==> src/rtl/bch_encoder_serial_if.sv <==
// Handshake bundle for the serial BCH encoder: message input, codeword output, frame control.
// Optional SOF/EOF flags are present only with BCH_FRAME_FLAGS_EN.
interface bch_encoder_serial_if;
   logic init;
   logic din;
   logic din_valid;
   logic din_ready;
   logic dout;
   logic dout_valid;
   logic dout_ready;
   logic parity_phase;
   logic busy;
`ifdef BCH_FRAME_FLAGS_EN
   logic dout_sof;
   logic dout_eof;
`endif

   modport master (
      output init, din, din_valid, dout_ready,
`ifdef BCH_FRAME_FLAGS_EN
      input  dout_sof, dout_eof,
`endif
      input  din_ready, dout, dout_valid, parity_phase, busy
   );

   modport slave (
      input  init, din, din_valid, dout_ready,
`ifdef BCH_FRAME_FLAGS_EN
      output dout_sof, dout_eof,
`endif
      output din_ready, dout, dout_valid, parity_phase, busy
   );
endinterface

==> src/rtl/bch_encoder_serial.sv <==
// Bit-serial systematic (N,K) BCH encoder: K message bits pass through, then N-K parity bits.
// Define BCH_FRAME_FLAGS_EN to add registered dout_sof/dout_eof frame markers.
module bch_encoder_serial #(
   parameter int unsigned N                = 15,
   parameter int unsigned K                = 7,
   parameter logic [N-K:0] GEN_POLY        = 9'h1D1
) (
   input  logic                  clk,
   input  logic                  reset_n,
   bch_encoder_serial_if.slave   bus
);
   localparam int unsigned P = N - K;

   if (GEN_POLY[P] == 1'b0 || GEN_POLY[0] == 1'b0 || K >= N) begin : g_param_check
      $error("bch_encoder_serial: illegal N/K/GEN_POLY combination");
   end

   typedef enum logic {StData, StParity} state_e;

   state_e         state_q, state_d;
   logic [7:0]     cnt_q, cnt_d;
   logic [P-1:0]   lfsr_q, lfsr_d;
   logic           dout_q, dout_d;
   logic           dout_valid_q, dout_valid_d;
   logic           parity_phase_q, parity_phase_d;
`ifdef BCH_FRAME_FLAGS_EN
   logic           sof_q, sof_d;
   logic           eof_q, eof_d;
`endif

   logic slot;
   logic din_ready;
   logic accept;
   logic fb;

   always_comb begin
      state_d        = state_q;
      cnt_d          = cnt_q;
      lfsr_d         = lfsr_q;
      dout_d         = dout_q;
      dout_valid_d   = dout_valid_q;
      parity_phase_d = parity_phase_q;
`ifdef BCH_FRAME_FLAGS_EN
      sof_d          = sof_q;
      eof_d          = eof_q;
`endif
      // Output register may load when empty or when its bit is consumed this edge.
      slot      = !dout_valid_q || bus.dout_ready;
      din_ready = (state_q == StData) && slot && !bus.init;
      accept    = bus.din_valid && din_ready;
      fb        = bus.din ^ lfsr_q[P-1];

      if (bus.init) begin
         state_d        = StData;
         cnt_d          = '0;
         lfsr_d         = '0;
         dout_valid_d   = 1'b0;
         parity_phase_d = 1'b0;
`ifdef BCH_FRAME_FLAGS_EN
         sof_d          = 1'b0;
         eof_d          = 1'b0;
`endif
      end else if (slot) begin
         unique case (state_q)
            StData: begin
               if (accept) begin
                  dout_d         = bus.din;
                  dout_valid_d   = 1'b1;
                  parity_phase_d = 1'b0;
                  lfsr_d         = (lfsr_q << 1) ^ (fb ? GEN_POLY[P-1:0] : '0);
`ifdef BCH_FRAME_FLAGS_EN
                  sof_d          = (cnt_q == 8'd0);
                  eof_d          = 1'b0;
`endif
                  if (cnt_q == 8'(K - 1)) begin
                     cnt_d   = '0;
                     state_d = StParity;
                  end else begin
                     cnt_d = cnt_q + 8'd1;
                  end
               end else begin
                  dout_valid_d = 1'b0;
               end
            end
            StParity: begin
               dout_d         = lfsr_q[P-1];
               dout_valid_d   = 1'b1;
               parity_phase_d = 1'b1;
               lfsr_d         = lfsr_q << 1;
`ifdef BCH_FRAME_FLAGS_EN
               sof_d          = 1'b0;
               eof_d          = (cnt_q == 8'(P - 1));
`endif
               if (cnt_q == 8'(P - 1)) begin
                  cnt_d   = '0;
                  state_d = StData;
               end else begin
                  cnt_d = cnt_q + 8'd1;
               end
            end
            default: begin
               state_d = StData;
            end
         endcase
      end
   end

   always_ff @(posedge clk or negedge reset_n) begin
      if (!reset_n) begin
         state_q        <= StData;
         cnt_q          <= '0;
         lfsr_q         <= '0;
         dout_q         <= 1'b0;
         dout_valid_q   <= 1'b0;
         parity_phase_q <= 1'b0;
`ifdef BCH_FRAME_FLAGS_EN
         sof_q          <= 1'b0;
         eof_q          <= 1'b0;
`endif
      end else begin
         state_q        <= state_d;
         cnt_q          <= cnt_d;
         lfsr_q         <= lfsr_d;
         dout_q         <= dout_d;
         dout_valid_q   <= dout_valid_d;
         parity_phase_q <= parity_phase_d;
`ifdef BCH_FRAME_FLAGS_EN
         sof_q          <= sof_d;
         eof_q          <= eof_d;
`endif
      end
   end

   assign bus.din_ready    = din_ready;
   assign bus.dout         = dout_q;
   assign bus.dout_valid   = dout_valid_q;
   assign bus.parity_phase = parity_phase_q;
   assign bus.busy         = (cnt_q != 8'd0) || dout_valid_q;
`ifdef BCH_FRAME_FLAGS_EN
   assign bus.dout_sof     = sof_q;
   assign bus.dout_eof     = eof_q;
`endif
endmodule

==> src/flat_wrapper.sv <==
// flat-port wrapper written by rule: the top's interface ports become plain ports
module bch_encoder_serial_flat 
#(
   parameter int unsigned N                = 15,
   parameter int unsigned K                = 7,
   parameter logic [N-K:0] GEN_POLY        = 9'h1D1
)
  (clk, reset_n, bus_init, bus_din, bus_din_valid, bus_dout_ready, bus_din_ready, bus_dout, bus_dout_valid, bus_parity_phase, bus_busy);
  bch_encoder_serial_if bus_i ();
  input  logic clk;
  input  logic reset_n;
  input wire logic [$bits(bus_i.init)-1:0] bus_init;
  input wire logic [$bits(bus_i.din)-1:0] bus_din;
  input wire logic [$bits(bus_i.din_valid)-1:0] bus_din_valid;
  input wire logic [$bits(bus_i.dout_ready)-1:0] bus_dout_ready;
  output wire logic [$bits(bus_i.din_ready)-1:0] bus_din_ready;
  output wire logic [$bits(bus_i.dout)-1:0] bus_dout;
  output wire logic [$bits(bus_i.dout_valid)-1:0] bus_dout_valid;
  output wire logic [$bits(bus_i.parity_phase)-1:0] bus_parity_phase;
  output wire logic [$bits(bus_i.busy)-1:0] bus_busy;
  assign bus_i.init = bus_init;
  assign bus_i.din = bus_din;
  assign bus_i.din_valid = bus_din_valid;
  assign bus_i.dout_ready = bus_dout_ready;
  assign bus_din_ready = bus_i.din_ready;
  assign bus_dout = bus_i.dout;
  assign bus_dout_valid = bus_i.dout_valid;
  assign bus_parity_phase = bus_i.parity_phase;
  assign bus_busy = bus_i.busy;
  bch_encoder_serial #(.N(N), .K(K), .GEN_POLY(GEN_POLY)) u_core (.clk(clk), .reset_n(reset_n), .bus(bus_i));
endmodule
==> config.mk <==
export PLATFORM = sky130hd
export DESIGN_NAME = bch_encoder_serial_flat
export DESIGN_NICKNAME = d
export VERILOG_FILES = /design/src/rtl/bch_encoder_serial_if.sv /design/src/rtl/bch_encoder_serial.sv /design/src/flat_wrapper.sv
export SDC_FILE = /design/constraint.sdc
export NUM_CORES = 1
export LEC_CHECK = 0
export ABC_AREA = 1
export BUFFER_PORTS_ARGS = -buffer_cell sky130_fd_sc_hd__buf_2
export CORE_MARGIN = 10
export CORE_UTILIZATION = 35
export DETAILED_ROUTE_END_ITERATION = 7
export PLACE_DENSITY = 0.49
export SKIP_LAST_GASP = 1
export SLEW_MARGIN = 20
export SYNTH_ARGS = -nofsm -noshare
export SYNTH_HDL_FRONTEND = slang
export SYNTH_SLANG_ARGS = --single-unit
export TNS_END_PERCENT = 5
==> constraint.sdc <==
create_clock -name clk -period 2.4 [get_ports clk]
set_input_delay 0.12 -clock clk [delete_from_list [all_inputs] [get_ports clk]]
set_output_delay 0.12 -clock clk [all_outputs]
set_load 0.02 [all_outputs]
Word level (Yosys, flattened, before mapping):

Index checks and enable logic that the tools add are counted.

* add/subtract/negate cells: 1
* equal/unequal tests: 4
* mux-type cells: 27
* bitwise logic cells: 4
* reduce and logical (&&, ||, !) cells: 11

Operators with widths (count)
* $mux 8: 9
* $pmux 8 s2: 2
* $eq 8x3->1 const B: 2
* $mux 1: 12
* $add 8x1->8 const B: 1
* $pmux 1 s2: 4
* $reduce_bool 8->1: 1
* $xor 8x8->8: 1
* $logic_and 1x1->1: 3
* $ne 3x2->1 const B: 1
* $reduce_and 3->1: 1
* $logic_not 1->1: 2
* $logic_or 1x1->1: 2
* $ne 2x1->1 const B: 1
* $not 1->1: 2
* $reduce_and 2->1: 1
* $reduce_bool 2->1: 1
* $xor 1x1->1: 1

* register bits after elaboration: 20
* bits of input ports: 6
* output and inout port bits: 5
* logic and storage cells: 53

Longest topological paths before layout:

Gate-level depths: netlist of run 1.

* depth after elaboration: 9
* gate-level depth with buffers: 9
* depth with buffers taken out: 8

Worst setup path after synthesis of run 1:

No wires, ideal clock.

* path kind: reg2out
* start: register u_core.dout_valid_q (netlist: u_core.bus.dout_valid)
* end: output port bus_din_ready
* data arrival time: 1125 ps
* data required time: 2280 ps
* slack: 1155 ps
* cell stages (with the launch flop): 6
* path buffers: 0
* cell sequence: dfrtp_1 > nand2_1 > inv_1 > nor2_1 > inv_1 > nor2_1

* longest elaborated chain between the ends: 4

Ends and longest elaborated chain
* from (decl): RTL line bch_encoder_serial.sv:24 `logic dout_valid_q, dout_valid_d;`
* from (signal assigned): RTL line bch_encoder_serial.sv:125 `dout_valid_q <= dout_valid_d;`
* $logic_not 1->1: RTL line bch_encoder_serial.sv:48 `slot = !dout_valid_q || bus.dout_ready;`
* $logic_or 1x1->1: RTL line bch_encoder_serial.sv:48
* $logic_and 1x1->1 (2 in series): RTL line bch_encoder_serial.sv:49 `din_ready = (state_q == StData) && slot && !bus.init;`
* to (decl): RTL line flat_wrapper.sv:16 `output wire logic [$bits(bus_i.din_ready)-1:0] bus_din_ready;`

Every way passes these cells.

Final worst setup path of run 1:

Same ends and word-level chain as after synthesis.

==> impl_results.md, run 1 <==
- Status: completed
- Crit share post-route: 62.8%
- TritonCTS clock tree: yes
- Synth cell types: 21
- Setup bufs post-CTS: 0
- Total core area: between 3000 and 4000 sq um
- Clock transition at path regs: 0.13 ns
- Comb pwr share: 15.6%
- H-tree level count: 1
- Routed wire length: 2.41 mm
- Int Pwr: 480 uW
- Die X: 76.8 um
- Fraction of layout cells with a size suffix above 1: 15.2%
- CP endpoint kind: output pin
- PD cells: 534 nW/um^2
- Post-cts sizing count: 0
- Total GRT Usage: 8.89%
- Post-Syn Area: 1130 sq um
- IR drop worst, VDD: 0.221 mV
- Clock Path Buffers: 2
- Final setup fails: 0
- DP Cell Count: 197
- Sw Ratio: around 29%
- Final non-filler cell total: 202
- Register share of total power: 54.5%
- GP Congestion: approximately 0.82
- Worst skew pair latency: 0.30 ns
- Synth Warn #: 0
- Switch Pwr: 193 uW
- Grt total ovfl: 0
- Drt wl/cell: ~12 um
- Slew margin rel.: 68.8%
- Post-route ant nets: 0
- ANT cells: 0
- Largest net degree at the start of global routing: 22
- Starting Density: 36.7%
- Worst EP arrival: 1.39 ns
- # clock sinks: 20
- Mapped Nets: 156
- Post-synthesis sequential area ratio: between 40 and 50%
- Die height: 76.8 um
- Via Count: 934
- HPWL Detailed: 1.81 mm
- Crit Path Class: flop to output pin
- Fin crit period: about 1.5 ns
- FF+latch count, synth: 20
- Max Clock Skew: 0.0125 ns
- Row cnt: 20
- Actual slew at the worst max-slew pin: about 0.47 ns
- LEAKAGE: 0.616 nW
- # DRC: 0
- Num ports: 11
- Hold WC Path Type: input pin to flop
- Filler Cells Inserted: approximately 340
- Vias in the first global route: 942
- Fmax: 663 MHz
- Final count of pins violating max slew: 0
- Multi-input logic area: ~500 sq um
- CTS Root Cell: clkbuf_4
- Final Hold Vio Count: 0
- IO buf count: 10
- Nets@finish: between 150 and 200
- Vias per Instance: roughly 4.6
- Initial antenna violation count: 0
- Synthesized area per cell: 7.74 sq um
- Setup TNS: 0 ns
- TritonRoute pass-1 iters: 4
- CP required: 2.28 ns
- RSZ-0062 raised after global routing: no
- Register area: 500 sq um
- Post-Syn Instances: between 100 and 150
- CTS Hold Bufs: 1
- Initial drt markers: 43
- CP Launch Type: flop
- First-pass GRT wire length: ~4.5 mm
- Cts bufs inserted: 3
- Die Area: 5900 sq um
- Max_cap viols: 0
- Critical Path Fanout Max: 3
- Syn-to-layout area delta: 11.5%
- Clock power frac: 29.8%
[final timing paths]
kind / end / slack [ns] / cells past startpoint / startpoint
worst max-delay path: bus_din_ready / 0.89 / 6 / u_core.bus.dout_valid
worst min-delay path: u_core.bus.dout_valid / 0.06 / 2 / bus_init
worst max register to register: u_core.cnt_q[0] / 1.03 / 7 / u_core.cnt_q[0]
worst min register to register: u_core.bus.dout / 0.49 / 2 / u_core.bus.dout
max in group asynchronous: u_core.lfsr_q[4] / 1.79 / 2 / reset_n
min in group asynchronous: u_core.cnt_q[6] / 0.28 / 2 / reset_n
[routing by layer]
metal	share of wire, %	vias to the layer above	GRT usage (%)
li1	-	493	-
met1	50	430	11.8
met2	44	9	13.2
met3	3.9	2	2.45
met4	1.0	0	3.35
met5	0	-	0
[cells by family (layout without fill, tap and decap cells)]
group,Yosys count,in the layout,synth area share (%)
flip-flops,20,20,44.3
adder cells (fa/ha/maj),4,4,4.43
AND/OR/NAND/NOR,71,71,29.6
AO/OA/AOI/OAI,22,22,11.2
buffers and inverters,29,41,10.5
[cell type report]
cell class / instances / share of cell area (%)
clock buffer: 4 / 2.88
tap: 44 / 4.37
sequential: 20 / 39.7
multi-input combinational: 97 / 40.5
inverter: 26 / 7.75
timing repair buffer: 11 / 4.77
[registers in the layout, summed over array words and instances (netlist names)]
signal and flops:
u_core.bus.dout 1, u_core.bus.dout_valid 1, u_core.bus.parity_phase 1, u_core.cnt_q 8, u_core.lfsr_q 8, u_core.state_q 1
[cell usage after synthesis]
| cell | instances | area share (%) |
|---|---|---|
| o21ai_0 | 9 | 4.0 |
| o21bai_1 | 1 | 0.66 |
| nand3_1 | 11 | 4.9 |
| inv_2 | 3 | 1.0 |
| nor3_1 | 1 | 0.44 |
| a21oi_2 | 1 | 0.78 |
| a21oi_1 | 4 | 1.8 |
| ha_1 | 4 | 4.4 |
| inv_1 | 23 | 7.6 |
| nand2_2 | 1 | 0.55 |
| or2_2 | 1 | 0.55 |
| nand4_1 | 7 | 3.9 |
| nand2_4 | 3 | 3.0 |
| a21o_1 | 1 | 0.66 |
| buf_6 | 1 | 1.0 |
| dfrtp_1 | 20 | 44 |
| o22ai_1 | 6 | 3.3 |
| nor2_4 | 1 | 1.0 |
| nand2_1 | 33 | 11 |
| buf_2 | 2 | 0.89 |
| nor2_1 | 13 | 4.3 |
[critical path, stage by stage (launching register included)]
cell	delay, ns
dfrtp_1	0.42
nand2_1	0.15
inv_1	0.08
nor2_1	0.13
inv_1	0.07
nor2_1	0.07
buf_2	0.17
[power groups by stage]
| stage | Sequential [mW] | Combinational, mW | Clock, mW |
|---|---|---|---|
| 5_1_grt | 0.370 | 0.123 | 0.225 |
| 3_3_place_gp | 0.372 | 0.106 | 0 |
| 4_1_cts | 0.367 | 0.108 | 0.209 |
| 3_5_place_dp | 0.374 | 0.106 | 0 |
| 2_1_floorplan | 0.373 | 0.0722 | 0 |
| 6_report | 0.367 | 0.105 | 0.201 |
[metrics by stage]
stage                     util [%]  total power, mW  area, sq um  setup WS, ns  hold WS (ns)
after floorplan                  -            0.445         1130          1.15        -0.176
after global placement        39.4            0.478         1210          1.08         0.108
after detailed placement      39.4            0.480         1210          1.05         0.112
after CTS                     40.9            0.684         1260         0.867        0.0575
after global routing          40.9            0.718         1260         0.735        0.0553
final                         40.9            0.673         1260         0.893        0.0609
[placed cells by master (no fill, tap or decap)]
| cell | count |
|---|---|
| nor3_1 | 1 |
| dfrtp_1 | 20 |
| a21o_1 | 1 |
| nor2_1 | 13 |
| nand2_2 | 1 |
| dlygate4sd3_1 | 1 |
| buf_2 | 10 |
| nand3_1 | 11 |
| inv_2 | 3 |
| or2_2 | 1 |
| nand2_1 | 33 |
| o22ai_1 | 6 |
| a21oi_2 | 1 |
| nand4_1 | 7 |
| a21oi_1 | 4 |
| o21bai_1 | 1 |
| inv_1 | 23 |
| nor2_4 | 1 |
| ha_1 | 4 |
| o21ai_0 | 9 |
| clkbuf_8 | 1 |
| nand2_4 | 3 |
| clkbuf_4 | 3 |
Note: power is estimated with default switching activity, not from simulation.
==> run 2: changes to the inputs <==
--- a/config.mk
+++ b/config.mk
@@ -10,7 +10,7 @@
 export CORE_MARGIN = 10
 export CORE_UTILIZATION = 35
 export DETAILED_ROUTE_END_ITERATION = 7
-export PLACE_DENSITY = 0.49
+export PLACE_DENSITY = 0.51
 export SKIP_LAST_GASP = 1
 export SLEW_MARGIN = 20
 export SYNTH_ARGS = -nofsm -noshare
==> constraint.sdc (replaced) <==
create_clock -name clk -period 1.35 [get_ports clk]
set_input_delay 0.0675 -clock clk [delete_from_list [all_inputs] [get_ports clk]]
set_output_delay 0.0675 -clock clk [all_outputs]
set_load 0.02 [all_outputs]
==> impl_results.md, run 2 (synthesized netlist as in run 1, its figures left out) <==
- Status: completed (unchanged)
- Hold slack: 0.109 ns (was 0.0609 ns)
- Final non-filler cell total: 213 (was 202)
- HPWL Detailed: 1.83 mm (was 1.81 mm)
- Post-Place Setup Slack: 0.0278 ns (was 1.05 ns)
- IO buf count: 10 (unchanged)
- Routed wire length: 2.50 mm (was 2.41 mm)
- Final count of pins violating max slew: 0 (unchanged)
- Cts bufs inserted: 3 (unchanged)
- PD cells: 988 nW/um^2 (was 534 nW/um^2)
- Top Metal Used: met4 (unchanged)
- Clock transition at path regs: 0.13 ns (about the same)
- Met2 WL post-DR: 1.11 mm (was 1.07 mm)
- Nets@finish: 180 (was 169)
- Fraction of layout cells with a size suffix above 1: 26.0% (was 15.2%)
- Critical Path Slowest Stage Cell: dfrtp_1 (unchanged)
- Syn-to-layout area delta: 22.8% (was 11.5%)
- Vias per Instance: 4.59 (was 4.62)
- CP required: 1.28 ns (was 2.28 ns)
- Filler Cells Inserted: 320 (was 336)
- CP endpoint kind: output pin (unchanged)
- TritonRoute pass-1 iters: 4 (unchanged)
- GP Congestion: 0.836 (was 0.822)
- Met1 wire length: 1.27 mm (was 1.22 mm)
- Clock Path Buffers: 2 (unchanged)
- Post-route ant nets: 0 (unchanged)
- Total GRT Usage: 8.85% (was 8.89%)
- Crit-path cells: inv_2 -> buf_4 -> ha_1 -> nand4_1 -> buf_4 (was nand2_1 -> inv_1 -> nor2_1 -> inv_1 -> nor2_1 -> buf_2)
- Int Pwr: 1.01 mW (was 480 uW)
- Total core area: 3080 sq um (unchanged)
- Worst EP arrival: 1.28 ns (was 1.39 ns)
- Most frequent cells in the layout: nand2_1 (31), inv_1 (21), dfrtp_1 (17) (was nand2_1 (33), inv_1 (23), dfrtp_1 (20))
- Final Hold Vio Count: 0 (unchanged)
- Row cnt: 20 (unchanged)
- Wire length on met3: 104 um (was 95 um)
- Largest net degree at the start of global routing: 22 (unchanged)
- Sw Ratio: 26.2% (was 28.7%)
- Die height: 76.8 um (unchanged)
- # DRC: 0 (unchanged)
- RSZ-0062 raised after global routing: yes (was no)
- CTS Root Cell: clkbuf_4 (unchanged)
- Fin crit period: 1.35 ns
- TritonCTS clock tree: yes (unchanged)
- Starting Density: 36.7% (unchanged)
- Initial drt markers: 45 (was 43)
- Top Registers: u_core.cnt_q: 8 flops, u_core.lfsr_q: 8 flops (unchanged)
- Final setup fails: 0 (unchanged)
- LEAKAGE: 0.682 nW (was 0.616 nW)
- Vias in the first global route: 996 (was 942)
- Crit share post-route: 99.8%
- IR drop worst, VDD: 0.488 mV (was 0.221 mV)
- Die Area: 5900 sq um (unchanged)
- Grt total ovfl: 0 (unchanged)
- Fmax: approximately 740 MHz
- ANT cells: 0 (unchanged)
- # clock sinks: 20 (unchanged)
- Post-route core utilization: 45.1% (was 40.9%)
- Max_cap viols: 0 (unchanged)
- Clock power frac: 36.5% (was 29.8%)
- Via Count: 977 (was 934)
- Hold WC Path Type: input pin to flop (unchanged)
- Drt wl/cell: 11.8 um (was 11.9 um)
- Most common cell after layout, fill and taps aside: nand2_1 (unchanged)
- Initial antenna violation count: 0 (unchanged)
- Switch Pwr: 359 uW (was 193 uW)
- Actual slew at the worst max-slew pin: 0.469 ns (was 0.468 ns)
- CP Launch Type: flop (unchanged)
- Comb pwr share: 16.2% (was 15.6%)
- Max Clock Skew: 0.0106 ns (was 0.0125 ns)
- Slew margin rel.: 68.7% (was 68.8%)
- Num ports: 11 (unchanged)
- Die X: 76.8 um (unchanged)
- Most frequent CP cell: buf_4
- Final setup margin: 0.00219 ns (was 0.893 ns)
- H-tree level count: 1 (unchanged)
- Crit Path Class: flop to output pin (unchanged)
- First-pass GRT wire length: 4.49 mm (was 4.46 mm)
- DP Cell Count: 200 (was 197)
- Worst skew pair latency: 0.31 ns (was 0.30 ns)
- Slowest stage delay, CP: 0.39 ns (was 0.42 ns)
- Register share of total power: 47.3% (was 54.5%)
- Critical Path Fanout Max: 3 (unchanged)
## run 2: worst max-delay path, delay by kind of cell (launching register included)
family,cells,cell delay (ns)
flops,1,0.39
buf+inv,3,0.31
fa+ha+maj,1,0.19
simple gates,1,0.08
## run 2: final cells by class
type	count	area [sq um]	share of cell area [%]
well taps	44	55.1	3.97
multi-input cells	97	528	38.1
repair buffers	22	150	10.8
inverters	26	97.6	7.03
clock inverters	1	30.0	2.16
flip-flops and latches	20	504	36.3
clock buffers	3	22.5	1.62
## run 2: worst paths after layout
check                                             start                       to  slack, ns  depth (start not counted)
worst min-delay path                            bus_din          u_core.bus.dout       0.11                          3
max in group asynchronous                       reset_n          u_core.cnt_q[3]       0.78                          2
worst min register to register  u_core.bus.parity_phase  u_core.bus.parity_phase       0.50                          2
min in group asynchronous                       reset_n          u_core.cnt_q[6]       0.23                          2
worst max-delay path                    u_core.cnt_q[0]                 bus_busy      0.002                          5
worst max register to register          u_core.cnt_q[0]           u_core.state_q       0.04                          7
## run 2: power groups by stage
stage	sequential (mW)	combinational, mW	clock [mW]
3_5_place_dp	0.663	0.199	0
5_1_grt	0.653	0.251	0.543
6_report	0.649	0.222	0.501
2_1_floorplan	0.663	0.128	0
4_1_cts	0.648	0.220	0.517
3_3_place_gp	0.661	0.198	0
## run 2: what timing repair did
action | 4_1_cts | 5_1_grt
setup endpoints to repair | 2 | 9
buffers inserted | 3 | 4
pin swaps | 1 | 2
hold endpoints to repair | 21 | 0
resized for setup | 3 | 10
hold buffers | 2 | 0
## run 2: metal layers
| metal | GRT usage (%) | vias up |
|---|---|---|
| met4 | 2.79 | 0 |
| met5 | 0 | - |
| met3 | 2.80 | 2 |
| li1 | - | 515 |
| met2 | 14.2 | 12 |
| met1 | 10.9 | 448 |
## run 2: metrics by stage
step	total power, mW	setup TNS, ns	area, sq um
4_1_cts	1.39	-0.0460	1340
6_report	1.37	0	1390
5_1_grt	1.45	-0.382	1390
2_1_floorplan	0.792	0	1130
3_3_place_gp	0.859	0	1240
3_5_place_dp	0.861	0	1240
